### config.mk
export PLATFORM = sky130hd
export DESIGN_NAME = pipe_stage_buf
export DESIGN_NICKNAME = d
export VERILOG_FILES = /design/src/rtl/pipe_stage_buf.sv
export SDC_FILE = /design/constraint.sdc
export NUM_CORES = 1
export LEC_CHECK = 0
export CAP_MARGIN = 10
export CORE_AREA = 3 3 183 185
export CTS_BUF_LIST = sky130_fd_sc_hd__clkbuf_4 sky130_fd_sc_hd__clkbuf_8 sky130_fd_sc_hd__clkbuf_16
export DETAILED_ROUTE_END_ITERATION = 7
export DIE_AREA = 0 0 186 188
export PLACE_DENSITY_LB_ADDON = 0.3
export SYNTH_ARGS = -nofsm -noshare
export SYNTH_HDL_FRONTEND = slang
export SYNTH_SLANG_ARGS = --single-unit
### constraint.sdc
create_clock -name clk -period 4.67 [get_ports clk]
set_input_delay 1.1675 -clock clk [delete_from_list [all_inputs] [get_ports clk]]
set_output_delay 1.1675 -clock clk [all_outputs]
set_load 0.03 [all_outputs]
### src/rtl/pipe_stage_buf.sv
// Inter-stage pipeline register with valid/ready handshake, 2-entry skid buffer and flush.
// Optional stall counter built when PIPE_STALL_CNT_EN is defined; otherwise stall_cnt is tied to zero.
module pipe_stage_buf #(
  parameter int              DATA_W      = 160,
  parameter int              CTRL_W      = 10,
  parameter logic [CTRL_W-1:0] BUBBLE_CTRL = '0
) (
  input  logic              clk,
  input  logic              rst,
  input  logic              in_valid,
  output logic              in_ready,
  input  logic [CTRL_W-1:0] in_ctrl,
  input  logic [DATA_W-1:0] in_data,
  input  logic              flush,
  output logic              out_valid,
  input  logic              out_ready,
  output logic [CTRL_W-1:0] out_ctrl,
  output logic [DATA_W-1:0] out_data,
  output logic [15:0]       stall_cnt
);

  typedef enum logic [1:0] {EMPTY, ONE, TWO} state_t;

  state_t              state_q, state_d;
  logic [CTRL_W-1:0]   main_ctrl_q, main_ctrl_d;
  logic [DATA_W-1:0]   main_data_q, main_data_d;
  logic [CTRL_W-1:0]   skid_ctrl_q, skid_ctrl_d;
  logic [DATA_W-1:0]   skid_data_q, skid_data_d;
  logic                out_valid_q, out_valid_d;
  logic                in_ready_q, in_ready_d;
  logic                in_fire, out_fire;

  assign in_fire  = in_valid & in_ready_q;
  assign out_fire = out_valid_q & out_ready;

  always_comb begin
    state_d     = state_q;
    main_ctrl_d = main_ctrl_q;
    main_data_d = main_data_q;
    skid_ctrl_d = skid_ctrl_q;
    skid_data_d = skid_data_q;
    case (state_q)
      EMPTY: begin
        if (in_fire) begin
          state_d     = ONE;
          main_ctrl_d = in_ctrl;
          main_data_d = in_data;
        end
      end
      ONE: begin
        if (in_fire && out_fire) begin
          main_ctrl_d = in_ctrl;
          main_data_d = in_data;
        end else if (out_fire) begin
          state_d     = EMPTY;
          main_ctrl_d = BUBBLE_CTRL;
        end else if (in_fire) begin
          state_d     = TWO;
          skid_ctrl_d = in_ctrl;
          skid_data_d = in_data;
        end
      end
      TWO: begin
        if (out_fire) begin
          state_d     = ONE;
          main_ctrl_d = skid_ctrl_q;
          main_data_d = skid_data_q;
        end
      end
      default: state_d = EMPTY;
    endcase
    // Flush discards everything, including a beat accepted this same cycle.
    if (flush) begin
      state_d     = EMPTY;
      main_ctrl_d = BUBBLE_CTRL;
      main_data_d = main_data_q;
      skid_ctrl_d = skid_ctrl_q;
      skid_data_d = skid_data_q;
    end
    out_valid_d = (state_d != EMPTY);
    in_ready_d  = (state_d != TWO);
  end

  always_ff @(posedge clk) begin
    if (rst) begin
      state_q     <= EMPTY;
      main_ctrl_q <= BUBBLE_CTRL;
      main_data_q <= '0;
      skid_ctrl_q <= '0;
      skid_data_q <= '0;
      out_valid_q <= 1'b0;
      in_ready_q  <= 1'b1;
    end else begin
      state_q     <= state_d;
      main_ctrl_q <= main_ctrl_d;
      main_data_q <= main_data_d;
      skid_ctrl_q <= skid_ctrl_d;
      skid_data_q <= skid_data_d;
      out_valid_q <= out_valid_d;
      in_ready_q  <= in_ready_d;
    end
  end

  assign out_valid = out_valid_q;
  assign in_ready  = in_ready_q;
  assign out_ctrl  = main_ctrl_q;
  assign out_data  = main_data_q;

`ifdef PIPE_STALL_CNT_EN
  logic [15:0] stall_cnt_q, stall_cnt_d;

  always_comb begin
    stall_cnt_d = stall_cnt_q;
    if (out_valid_q && !out_ready && !flush && (stall_cnt_q != 16'hFFFF))
      stall_cnt_d = stall_cnt_q + 16'd1;
  end

  always_ff @(posedge clk) begin
    if (rst) stall_cnt_q <= 16'h0000;
    else     stall_cnt_q <= stall_cnt_d;
  end

  assign stall_cnt = stall_cnt_q;
`else
  assign stall_cnt = 16'h0000;
`endif

endmodule
==> results of run 1 <==
## sequential cells by signal (all words and copies together), names as in the netlist
signal       cells
out_valid        1
in_ready         1
skid_ctrl_q     10
state_q          2
skid_data_q    160
out_data       160
out_ctrl        10
## cell usage in the layout, fill, tap and decap left out, types with 10 or more instances in the layout
cell / instances
a211oi_1: 61
clkdlybuf4s50_1: 345
mux2i_1: 160
a221oi_1: 10
a21oi_1: 341
buf_12: 10
dfxtp_1: 344
clkbuf_16: 41
a211oi_2: 100
nand2_1: 352
conb_1: 16
## logic make-up after synthesis
family	Yosys count	share of synthesized area [%]
compound gates	522	25.0
xor+xnor	1	0.0611
fa+ha+maj	4	0.349
buf+inv	167	5.60
flops	344	48.0
mux	160	11.2
other cells	1	0.0261
simple gates	367	9.81
## worst paths after layout
check,endpoint,depth (start not counted),slack (ns),from
max,out_data[16],6,1.48,out_ready
min,skid_data_q[14],2,0.45,skid_data_q[14]
max reg2reg,out_data[71],7,1.68,state_q[0]
min reg2reg,skid_data_q[14],2,0.45,skid_data_q[14]
## power by group
part | internal, mW | switching, mW | leakage (nW)
Combinational | 0.526 | 0.736 | 2.71
Sequential | 3.08 | 0.0882 | 2.81
Clock | 1.90 | 1.17 | 0.659
Total | 5.51 | 2.00 | 6.18
## synth_stat cells, types with 10 or more instances
library cell	instances
buf_6	11
clkbuf_1	107
buf_2	24
nand2_1	352
mux2i_1	160
a211oi_1	61
a21oi_1	341
a211oi_2	100
dfxtp_1	344
buf_4	17
a221oi_1	10
## worst max-delay path, cell delays in order
cell             delay (ns)
clkdlybuf4s50_1        0.54
nand4_1                0.19
a21oi_4                0.54
buf_12                 0.49
a21oi_1                0.18
a211oi_1               0.26
## area by class of cell
cell class / count / area, sq um
clock buffer: 58 / 1210
fill: 2691 / 13000
tap: 408 / 510
clock inverter: 9 / 101
antenna: 2 / 5.00
inverter: 4 / 15.0
multi-input combinational: 1070 / 6750
timing repair buffer: 363 / 3720
sequential: 344 / 6890
## per-layer routing
metal  global-route usage (%)  part of all wire (%)  vias to the layer above
met2                     36.5                    48                      413
met4                     8.08                   3.4                        6
met1                     29.6                    41                     5913
met3                     5.47                   7.3                       87
li1                         -                     -                     5979
met5                        0                  0.11                        -
## stage by stage
| stage | setup WS (ns) | area [sq um] |
|---|---|---|
| 6_report | 1.48 | 19200 |
| 2_1_floorplan | 2.20 | 14400 |
| 4_1_cts | 1.53 | 19200 |
| 5_1_grt | 1.38 | 19200 |
| 3_5_place_dp | 0.999 | 17900 |
| 3_3_place_gp | 1.08 | 17900 |
==> metrics, run 1 <==
syn avg cell area 9.16 sq um; dpl cells 2,189; DR DRC count 0; Overall Power 7.50 mW; buffers added on ports 346; Post-Syn Instances 1,566; H-tree Lvls 2; fmax 313 MHz; Synth top area share 48.0%; Synth Register Bits 344; status finished, final reports clean; Worst EP required between 5 and 6 ns; max-cap violation count 0; YS warnings 0; final setup violation count 0; sequential area share after synthesis 48.0%; initial antenna violation count 5; Final Hold Viols 0; DRT Pass-1 Iters 6; LEAKAGE 6.18 nW; worst clock skew 0.0155 ns; asr flop ratio synth 0%; Final Util 59.6%; hold slack approximately 0.45 ns; post-synthesis cell area ~14,000 sq um; area of the core 32,200 sq um; crit-path max FO between 100 and 150; largest net degree at the start of global routing 171; RD Place Congestion 0.805; Post-CTS Setup Inserts 0; Worst EP arrival 3.60 ns; Die W 186 um; P&R area growth vs syn 33.8%; vias in the first global route ~12,000; Synth Flop Type dfxtp_1; grt ovf 0; final wirelength 41,500 um; FP Rows 66; Unique masters post-synth 31; clk_lat worst skew 0.51 ns; post-DP HPWL 25,200 um; Final nets about 2,000; Initial Util 44.5%; clk sinks 344; critical path class in2reg; top cells by area, synth dfxtp_1, a21oi_1, mux2i_1; GRT Overall Usage 22.6%; crit start category input port; Via density ~5.5; Final Cycle Share 68.3%; maximum buffer depth of the clock tree 3; RSZ-0062 raised after global routing no; first-pass GRT wire length 65,100 um; Slew headroom ~29%; Vias 12,400; worst min path class reg2reg; Avg WL per Cell 18.4 um; Tightest Pin Transition about 1.1 ns; Crit. End Element flop; 1st-iter DRT viols about 810; CTS tree done; Peak VDD IR between 200 and 250 uV; Slew Limit Fails 0; EDFF count, synth 0; ANT nets after route 0; CTS resizes 0; die area approximately 35,000 sq um; top cell type by total area after synthesis dfxtp_1; TritonCTS buffer count 38; Non-Filler Instances 2,258; Hold Buf Count CTS 0; Tmin final between 3 and 4 ns; PD cells 391 nW/um^2; chip height roughly 190 um; layout cells sized above 1 10.5%; Root Buffer clkbuf_16; # IOs 363; CTS clk-pin slew, worst paths about 0.06 ns; Fin Setup TNS 0 ns
Power figures use the tool's default switching activity.
==> run 2: changes to the inputs <==
Clock period 4.67 ns to 2.7 ns, I/O delays scaled along.
==> metrics, run 2 (same netlist as run 1, synthesis figures left out) <==
1st-iter DRT viols 787 (was 812); setup ws final 0.374 ns (was 1.48 ns); post-DP HPWL 26,500 um (was 25,200 um); final setup violation count 0 (unchanged); vias in the first global route 12,000 (about the same); buffers added on ports 346 (unchanged); Crit. End Element output port (was flop); maximum buffer depth of the clock tree 3 (unchanged); largest net degree at the start of global routing 116 (was 171); initial antenna violation count 5 (unchanged); # IOs 363 (unchanged); Final nets 2,020 (was 2,000); CTS clk-pin slew, worst paths 0.06 ns (about the same); pre-CTS WS 0.0956 ns (was 0.999 ns); NetSw 3.48 mW (was 2.00 mW); clk sinks 344 (unchanged); Fin Setup TNS 0 ns (unchanged); leading cell type in the layout, fill and taps excluded nand2_1 (unchanged); Slew Limit Fails 0 (unchanged); Tmin final between 2 and 2.5 ns; Worst EP required 2.03 ns (was 5.08 ns); H-tree Lvls 2 (unchanged); CP Depth 1 (was 6); clock group share of total power 42.5% (was 40.9%); DRT Pass-1 Iters 5 (was 6); max incr delay on CP 0.72 ns (was 0.54 ns); Via density 5.44 (was 5.49); Reg power frac 40.7% (was 42.3%); layout cells sized above 1 11.6% (was 10.5%); ANT nets after route 0 (unchanged); Final Util 60.8% (was 59.6%); Post-CTS Setup Inserts 0 (unchanged); worst r2r src state_q[1] (was state_q[0]); crit-path leading delay family buffers and inverters (unchanged); Critical Path Start in_ready (was out_ready); R2R setup slack 0.52 ns (was 1.68 ns); Root Buffer clkbuf_16 (unchanged); worst min path class reg2reg (unchanged); RD Place Congestion 0.782 (was 0.805); P&R area growth vs syn 36.6% (was 33.8%); first-pass GRT wire length 65,000 um (was 65,100 um); final wirelength 41,600 um (was 41,500 um); hold slack 0.451 ns (was 0.453 ns); worst clock skew 0.0101 ns (was 0.0155 ns); Final Hold Viols 0 (unchanged); CP Buf/Inv Count 1 (was 2); Peak VDD IR 421 uV (was 247 uV); chip height 188 um (unchanged); critical-path cell list clkdlybuf4s50_1 (was clkdlybuf4s50_1 > nand4_1 > a21oi_4 > buf_12 > a21oi_1 > a211oi_1); Int Power 9.96 mW (was 5.51 mW); Slew headroom 47.2% (was 29.0%); Worst Setup EP in_ready (was out_data[16]); LEAKAGE 6.38 nW (was 6.18 nW); critical path class reg2out (was in2reg); switch share 25.9% (was 26.6%); FP Rows 66 (unchanged); PD cells 686 nW/um^2 (was 391 nW/um^2); CTS tree done (unchanged); Vias 12,400 (about the same); area of the core 32,200 sq um (unchanged); Tightest Pin Transition 0.787 ns (was 1.06 ns); clk_lat worst skew 0.51 ns (about the same); CP max stage cell clkdlybuf4s50_1 (unchanged); TritonCTS buffer count 38 (unchanged); RSZ-0062 raised after global routing no (unchanged); Hold Buf Count CTS 0 (unchanged); die area 35,000 sq um (unchanged); status finished, final reports clean (unchanged); power share of the combinational group 16.7% (was 16.8%); GRT Overall Usage 22.7% (was 22.6%); most frequent cells in the layout nand2_1, clkdlybuf4s50_1, dfxtp_1, a21oi_1, mux2i_1 (unchanged); max-cap violation count 0 (unchanged); Final Cycle Share 86.1%; grt ovf 0 (unchanged); crit start category flop (was input port); Worst EP arrival 1.65 ns (was 3.60 ns); Initial Util 44.5% (unchanged); Die W 186 um (unchanged); Avg WL per Cell 18.2 um (was 18.4 um); RR Endpoint skid_data_q[87] (was out_data[71]); reg2reg path depth 7 (unchanged); CTS resizes 0 (unchanged); DR DRC count 0 (unchanged); crit-path max FO 5 (was 143); fmax 430 MHz
run 2: area by class of cell:
cell class,count,area (sq um)
inverters,4,15.0
repair buffers,383,4010
fillers,2674,12600
clock inverters,12,210
diodes,3,7.51
clock buffers,57,1210
multi-input cells,1070,6750
well taps,408,510
flip-flops and latches,344,6890
run 2: how the worst min path moves through the flow:
| stage | cells after the start | end | start | slack (ns) |
|---|---|---|---|---|
| 2_1_floorplan | 2 | skid_data_q[0] | skid_data_q[0] | 0.44 |
| 3_3_place_gp | 2 | skid_data_q[152] | skid_data_q[152] | 0.44 |
| 3_5_place_dp | 2 | skid_data_q[125] | skid_data_q[125] | 0.45 |
| 4_1_cts | 2 | skid_data_q[125] | skid_data_q[125] | 0.45 |
| 5_1_grt | 2 | skid_data_q[7] | skid_data_q[7] | 0.46 |
| 6_report | 2 | skid_data_q[46] | skid_data_q[46] | 0.45 |
run 2: through the flow:
stage / std cells / area, sq um / power, mW
after floorplan: 1581 / 14400 / 6.84
final: 2281 / 19600 / 13.4
after global placement: 2209 / 18200 / 7.80
after global routing: 2281 / 19600 / 13.9
after CTS: 2278 / 19600 / 13.6
after detailed placement: 2209 / 18200 / 7.83
run 2: metal layers:
layer	routed length, um	vias up	track usage, %
met3	3080	92	6.15
met4	1450	4	8.14
li1	-	6022	-
met2	19800	403	37.1
met1	17200	5886	28.7
met5	27	-	0
run 2: power by group through the flow:
stage	Clock (mW)	Combinational [mW]	Sequential (mW)
finish	5.72	2.25	5.48
detailed placement	0	2.25	5.58
floorplan	0	0.860	5.98
global route	6.02	2.39	5.50
CTS	5.83	2.26	5.48
global placement	0	2.22	5.58
